`config.mk`:
```
export PLATFORM = sky130hd
export DESIGN_NAME = seg_bcd_formatter
export DESIGN_NICKNAME = d
export VERILOG_FILES = /design/src/rtl/seg_pkg.sv /design/src/rtl/bcd_dig_adj.sv /design/src/rtl/seg_bcd_formatter.sv
export SDC_FILE = /design/constraint.sdc
export NUM_CORES = 1
export LEC_CHECK = 0
export ABC_CLOCK_PERIOD_IN_PS = 4700
export CORE_ASPECT_RATIO = 0.9
export CORE_UTILIZATION = 25
export CTS_CLUSTER_DIAMETER = 120
export DETAILED_ROUTE_END_ITERATION = 6
export SYNTH_ARGS = -nofsm -noshare
export SYNTH_HDL_FRONTEND = slang
export SYNTH_HIERARCHICAL = 1
export SYNTH_SLANG_ARGS = --single-unit
export TNS_END_PERCENT = 10
```
`constraint.sdc`:
```
create_clock -name sys_clk -period 4.7 [get_ports sys_clk]
set_input_delay 1.41 -clock sys_clk [delete_from_list [all_inputs] [get_ports sys_clk]]
set_output_delay 1.41 -clock sys_clk [all_outputs]
set_load 0.05 [all_outputs]
```
`src/rtl/seg_pkg.sv`:
```
`default_nettype none
// ============================================================================
// Module   : seg_pkg
// Brief    : Shared FSM encoding, blank code and digit sizing for seg_bcd_formatter.
// Revision : 1.0
// ============================================================================
package seg_pkg;

  typedef enum logic [2:0] {
    S_IDLE  = 3'd0,
    S_LOAD  = 3'd1,
    S_SHIFT = 3'd2,
    S_STORE = 3'd3,
    S_DONE  = 3'd4
  } seg_state_t;

  localparam logic [3:0] c_blank_code = 4'hF;

  // Decimal digits needed to hold any BIN_W-bit unsigned value.
  function automatic int ndig_int(input int bin_w);
    return (bin_w + 2) / 3;
  endfunction

endpackage
`default_nettype wire

```
`src/rtl/bcd_dig_adj.sv`:
```
`default_nettype none
// ============================================================================
// Module   : bcd_dig_adj
// Brief    : Double-dabble add-3 correction for one BCD digit.
// Revision : 1.0
// ============================================================================
module bcd_dig_adj (
  input  logic [3:0] i_dig,
  output logic [3:0] o_dig
);

  assign o_dig = (i_dig >= 4'd5) ? (i_dig + 4'd3) : i_dig;

endmodule
`default_nettype wire

```
`src/rtl/seg_bcd_formatter.sv`:
```
`default_nettype none
// ============================================================================
// Module   : seg_bcd_formatter
// Brief    : Frame-based multi-channel binary-to-BCD converter, saturating
//            to all-9 on overflow. Optional SEG_BCD_BLANK_EN blanks leading zeros.
// Revision : 1.0
// ============================================================================
module seg_bcd_formatter #(
  parameter int NUM_CH = 3,
  parameter int BIN_W  = 8,
  parameter int DIG    = 2
) (
  input  logic                      sys_clk,
  input  logic                      sys_rst,
  input  logic                      i_start,
  input  logic [NUM_CH*BIN_W-1:0]   i_bin,
  output logic                      o_busy,
  output logic                      o_done,
  output logic [NUM_CH*DIG*4-1:0]   o_bcd,
  output logic [NUM_CH-1:0]         o_ovf
);
  import seg_pkg::*;

  localparam int c_ndig_int = ndig_int(BIN_W);
  localparam int c_acc_w    = c_ndig_int * 4;
  localparam int c_ext_d    = (c_ndig_int > DIG) ? c_ndig_int : DIG;
  localparam int c_out_w    = DIG * 4;
  localparam int c_ch_w     = (NUM_CH > 1) ? $clog2(NUM_CH) : 1;
  localparam int c_cnt_w    = $clog2(BIN_W + 1);

  seg_state_t                  r_state;
  logic [NUM_CH*BIN_W-1:0]     r_snap;
  logic [c_ch_w-1:0]           r_ch;
  logic [BIN_W-1:0]            r_sr;
  logic [c_acc_w-1:0]          r_acc;
  logic [c_cnt_w-1:0]          r_cnt;
  logic [NUM_CH*c_out_w-1:0]   r_shadow;
  logic [NUM_CH-1:0]           r_shadow_ovf;

  logic [c_acc_w-1:0]          w_adj;
  logic [BIN_W-1:0]            w_chan;
  logic [c_ext_d*4-1:0]        w_acc_ext;
  logic [c_out_w-1:0]          w_store;
  logic                        w_store_ovf;
  logic [NUM_CH*c_out_w-1:0]   w_shadow_nxt;
  logic [NUM_CH-1:0]           w_ovf_nxt;
  logic                        w_last_ch;

  for (genvar g = 0; g < c_ndig_int; g++) begin : g_adj
    bcd_dig_adj u_adj (
      .i_dig (r_acc[g*4 +: 4]),
      .o_dig (w_adj[g*4 +: 4])
    );
  end

  assign w_last_ch = (r_ch == c_ch_w'(NUM_CH - 1));

  always_comb begin
    w_chan = '0;
    for (int k = 0; k < NUM_CH; k++) begin
      if (r_ch == c_ch_w'(k)) w_chan = r_snap[k*BIN_W +: BIN_W];
    end
  end

`ifdef SEG_BCD_BLANK_EN
  logic w_lead;
`endif

  // Zero-extend so digits above the accumulator read as 0 when DIG > NDIG_INT.
  always_comb begin
    w_acc_ext              = '0;
    w_acc_ext[c_acc_w-1:0] = r_acc;
    w_store_ovf            = |(w_acc_ext >> c_out_w);
    w_store                = w_store_ovf ? {DIG{4'h9}} : w_acc_ext[c_out_w-1:0];
`ifdef SEG_BCD_BLANK_EN
    w_lead = 1'b1;
    for (int i = DIG - 1; i >= 1; i--) begin
      if (w_lead && (w_store[i*4 +: 4] == 4'h0)) w_store[i*4 +: 4] = c_blank_code;
      else                                        w_lead = 1'b0;
    end
`endif
  end

  always_comb begin
    w_shadow_nxt = r_shadow;
    w_ovf_nxt    = r_shadow_ovf;
    for (int k = 0; k < NUM_CH; k++) begin
      if (r_ch == c_ch_w'(k)) begin
        w_shadow_nxt[(NUM_CH-1-k)*c_out_w +: c_out_w] = w_store;
        w_ovf_nxt[k]                                  = w_store_ovf;
      end
    end
  end

  always_ff @(posedge sys_clk) begin
    if (sys_rst) begin
      r_state      <= S_IDLE;
      r_snap       <= '0;
      r_ch         <= '0;
      r_sr         <= '0;
      r_acc        <= '0;
      r_cnt        <= '0;
      r_shadow     <= '0;
      r_shadow_ovf <= '0;
      o_busy       <= 1'b0;
      o_done       <= 1'b0;
      o_bcd        <= '0;
      o_ovf        <= '0;
    end else begin
      o_done <= 1'b0;
      case (r_state)
        S_IDLE: begin
          if (i_start) begin
            r_snap  <= i_bin;
            r_ch    <= '0;
            o_busy  <= 1'b1;
            r_state <= S_LOAD;
          end
        end
        S_LOAD: begin
          r_sr    <= w_chan;
          r_acc   <= '0;
          r_cnt   <= c_cnt_w'(BIN_W);
          r_state <= S_SHIFT;
        end
        S_SHIFT: begin
          {r_acc, r_sr} <= {w_adj, r_sr} << 1;
          r_cnt         <= r_cnt - 1'b1;
          if (r_cnt == c_cnt_w'(1)) r_state <= S_STORE;
        end
        S_STORE: begin
          r_shadow     <= w_shadow_nxt;
          r_shadow_ovf <= w_ovf_nxt;
          // Outputs update with the complete frame so they are valid in the DONE cycle.
          if (w_last_ch) begin
            o_bcd   <= w_shadow_nxt;
            o_ovf   <= w_ovf_nxt;
            o_done  <= 1'b1;
            r_state <= S_DONE;
          end else begin
            r_ch    <= r_ch + 1'b1;
            r_state <= S_LOAD;
          end
        end
        S_DONE: begin
          o_busy  <= 1'b0;
          r_state <= S_IDLE;
        end
        default: r_state <= S_IDLE;
      endcase
    end
  end

endmodule
`default_nettype wire

```
; ---- Word level (Yosys, flattened, before mapping)
; Index checks and enable logic that the tools add are counted.
[classes]
add_sub_neg = 5
order_cmp = 3
n_eq_ne = 10
mux = 26
bitwise = 1
reduce_logical = 12
[op_table]
columns = cell, count
row1 = 8-bit 2-to-1 mux, 7
row2 = 12-bit case mux with 2 select lines, 1
row3 = 8-bit case mux with 2 select lines, 1
row4 = "4-bit by 3-bit >= comparator with 1-bit output, second input constant", 3
row5 = 3-bit 2-to-1 mux, 4
row6 = 3-bit case mux with 4 select lines, 1
row7 = "4-bit by 2-bit adder with 4-bit output, second input constant", 2
row8 = 4-bit 2-to-1 mux, 2
row9 = 4-bit case mux with 2 select lines, 1
row10 = 2-bit AND reduction, 4
row11 = "3-bit by 2-bit equality test with 1-bit output, second input constant", 2
row12 = "2-bit != test, second input constant", 3
row13 = 2-bit nonzero test, 3
row14 = 1-bit 2-to-1 mux, 5
row15 = "4-bit by 1-bit equality test with 1-bit output, second input constant", 1
row16 = 2-bit 2-to-1 mux, 2
row17 = 2-bit case mux with 2 select lines, 1
row18 = 4-bit OR reduction, 1
row19 = "4-bit by 1-bit subtractor with 4-bit output, second input constant", 1
row20 = "3-bit by 2-bit adder with 3-bit output, second input constant", 1
row21 = "3-bit by 1-bit equality test with 1-bit output, second input constant", 1
row22 = "3-bit equality test, second input constant", 1
row23 = 3-bit logical NOT, 1
row24 = 3-bit AND reduction, 1
row25 = 7 further kinds, 7
[word_totals]
register_bits = 109
input_bits = 27
out_inout_bits = 29
elab_cells = 69

; ---- Longest topological paths before layout
[depth]
word_depth = 5
depth_mapped = 8
ltp_nobuf = 7

; ---- Modules after synthesis
; Netlist, hierarchy kept.
[modules_own_cells]
columns = module, n_inst, cells_per_inst, area_each_um2, seq_area_each_um2
row1 = seg_bcd_formatter, 1, 524, 4380.5, 2001.9
row2 = bcd_dig_adj, 3, 16, 101.3, 0.0

; ---- Worst setup path before layout
; No wires, ideal clock.
[synth_path]
path_type = input port to flip-flop
from = input sys_rst
to = register o_done
setup_ns = 0.128
arrival_time_ns = 2.266
required_ns = 4.572
setup_slack_ns = 2.307
stages = 4
path_buffers = 3
cell_sequence = clkbuf_1 clkbuf_1 clkbuf_1 nor2_1
[synth_via]
elab_chain_cells = 1
[synth_rtl]
columns = item, line
row1 = from (decl), seg_bcd_formatter.sv:14  ; input logic sys_rst,
row2 = 2-bit OR reduction (no line), n/a
row3 = to (signal assigned), seg_bcd_formatter.sv:106  ; o_done <= 1'b0;
row4 = to (signal assigned), seg_bcd_formatter.sv:110  ; o_done <= 1'b0;
row5 = to (signal assigned), seg_bcd_formatter.sv:138  ; o_done <= 1'b1;
row6 = to (decl), seg_bcd_formatter.sv:18  ; output logic o_done,
; No other way between the ends.
; A chain may end at the register's enable or synchronous reset.

; ---- Worst setup path after layout
[layout_path]
from = register o_bcd[20]
to = output o_bcd[20]
[layout_rtl]
columns = item, line
row1 = from (decl), seg_bcd_formatter.sv:19  ; output logic [NUM_CH*DIG*4-1:0] o_bcd,
row2 = from (signal assigned), seg_bcd_formatter.sv:136  ; o_bcd <= w_shadow_nxt;
; No word-level cell between the ends.

==> results.py <==
metrics = {
    "timing": {
        "fin_crit_sh": 0.625,
        "fin_setup_tns_ps": 0,
        "layout_min_cycle_time_ps": 2940,
        "worstMarginPinSlew_ps": 852,
        "drv_slew": 0,
        "fin_ws_ps": 1760,
        "max_freq_ghz": 0.340,
        "finalSetupViolCount": 0,
        "skew_ps": 6.07,
        "hold_viol": 0,
        "slew_headroom": 0.431,
        "rsz0062_at_grt": "no",
    },
    "floorplan": {
        "core-area_mm2": 0.0183,
        "dieArea_mm2": 0.0192,
        "die-width_um": 146,
        "num_rows": 47,
        "fp.dieH_um": 132,
        "start_util": 0.254,
        "io_pins": 56,
    },
    "status": {
        "violations": "DRC",
        "status": "finished, violations left",
    },
    "global_routing": {
        "grt_max_degree": 42,
        "grtUsageTotal": 0.120,
        "grt_antenna_before_repair": 0,
        "grt_pass1_wl_mm": 18.9,
        "grt_overflow": 0,
        "first_global_vias": 3648,
    },
    "logic_synthesis": {
        "netlist_area_mm2": 0.00466,
        "yosys_warnings": 6,
        "postSynthCellCount": 568,
        "syn_nets": 606,
        "syn_area_per_cell_um2": 8.21,
    },
    "clock_network": {
        "clk_latency_ps": 340,
        "cts_root_buffer": "clkbuf_16",
        "cts_resized": 0,
        "clkSinkCount": 100,
        "post_cts_buffers": 0,
        "h-tree-depth": 3,
        "clockBufferDepth": 2,
        "cts_made_buffers": 9,
        "cts_tree": "done",
        "clkTransAtPathRegs_ps": 70,
        "cts_hold_buf": 0,
    },
    "finish": {
        "design_area_mm2": 0.00559,
        "insertedDiodeCount": 0,
        "final_layout_size_suffix_gt1_frac": 0.0589,
        "n_fill_cell": 1967,
        "area_growth_pct": 19.8,
        "fin_nets": 627,
    },
    "placed_design": {
        "place_congestion": 0.725,
        "hpwlAfterDp_mm": 7.13,
        "place_area_mm2": 0.00530,
        "portBuffers": 55,
        "pre_cts_ws_ps": 1450,
    },
    "route": {
        "dr.first_iter.drc_count": 285,
        "firstDrtPassIters": 6,
        "drc_errors": 2,
        "wl_met3_um": 442,
        "drt-total-wl_mm": 11.2,
        "wl_met2_mm": 4.84,
        "highest_layer": "met4",
        "vias": 3948,
        "m1WireLength_mm": 5.75,
        "vias_per_cell": 4.71,
        "ant_nets": 0,
        "wl_per_cell_um": 13.3,
    },
    "setup_path": {
        "cp_slowest_stage_delay_ps": 820,
        "worstPathArrival_ps": 1530,
        "end_kind": "output port",
        "worst-path-buf-inv": 1,
        "worstSetupPathDepth": 1,
        "required_ps": 3290,
        "critPathKind": "flip-flop to output port",
        "crit_family": "buffers and inverters",
        "rr_worst_depth": 5,
        "cp_cell_sequence": "clkdlybuf4s50_1",
        "critPathLaunchType": "flip-flop",
        "cp_max_fo": 2,
        "crit_slowest_cell": "clkdlybuf4s50_1",
    },
    "min_path": {
        "hold_depth": 2,
        "min_path_type": "flip-flop to flip-flop",
    },
    "power_and_ir_drop": {
        "p_per_area_mw_per_mm2": 335,
        "peakVddDrop_v": 0.000161,
        "p_leak_uw": 0.00188,
    },
    "run": {
        "cap_violations": 0,
    },
}
-- sequential cells by signal (all words and copies together), names as in the netlist --
register and flops:
r_snap 24, o_ovf 3, o_done 1, r_sr 8, o_bcd 24, r_shadow 16
r_shadow_ovf 2, r_acc 12, r_state 3, r_cnt 4, o_busy 1, r_ch 2
-- area by class of cell --
type | instances | area [um2] | share of cell area
Tap cell | 245 | 307 | 0.0548
Inverter | 23 | 86.3 | 0.0154
Clock inverter | 7 | 61.3 | 0.0110
Clock buffer | 9 | 225 | 0.0403
Multi-Input combinational cell | 392 | 2300 | 0.412
Timing Repair Buffer | 63 | 606 | 0.108
Sequential cell | 100 | 2000 | 0.358
-- per-stage QoR --
| step | std cells | util | hold WS [ps] | total power (uW) |
|---|---|---|---|---|
| 6_report | 839 | 0.305 | 451 | 1870 |
| 5_1_grt | 839 | 0.305 | 471 | 1970 |
| 4_1_cts | 839 | 0.305 | 452 | 1900 |
| 3_5_place_dp | 823 | 0.289 | 442 | 1190 |
| 3_3_place_gp | 823 | 0.289 | 439 | 1180 |
| 2_1_floorplan | 568 | - | 432 | 1130 |
-- power breakdown --
group          leakage, uW  internal (uW)  switching (uW)
clock network     0.000134            368             344
registers         0.000811            889            38.0
logic             0.000939           95.9             140
total              0.00188           1350             522
-- layer usage --
metal / GRT usage / up-vias
li1: - / 2022
met1: 0.174 / 1859
met2: 0.175 / 59
met3: 0.0264 / 8
met4: 0.0359 / 0
met5: 0 / -
-- layout by cell type (no fill, tap or decap), drive strengths merged, types with 11 or more instances in the layout --
cell           instances
dfxtp                100
nor3                  20
a21oi                 80
inv                   25
clkdlybuf4s50         54
nand3                 27
nand2                 96
ha                    11
nor2                  41
a311oi                16
-- final timing paths --
path | slack (ps) | end | startpoint
worst max-delay path | 1760 | o_bcd[20] | o_bcd[20]
worst min-delay path | 450 | r_shadow[21] | r_shadow[21]
worst max register to register | 2130 | o_bcd[22] | r_ch[0]
worst min register to register | 450 | r_shadow[21] | r_shadow[21]
Note: power is estimated with default switching activity, not from simulation.
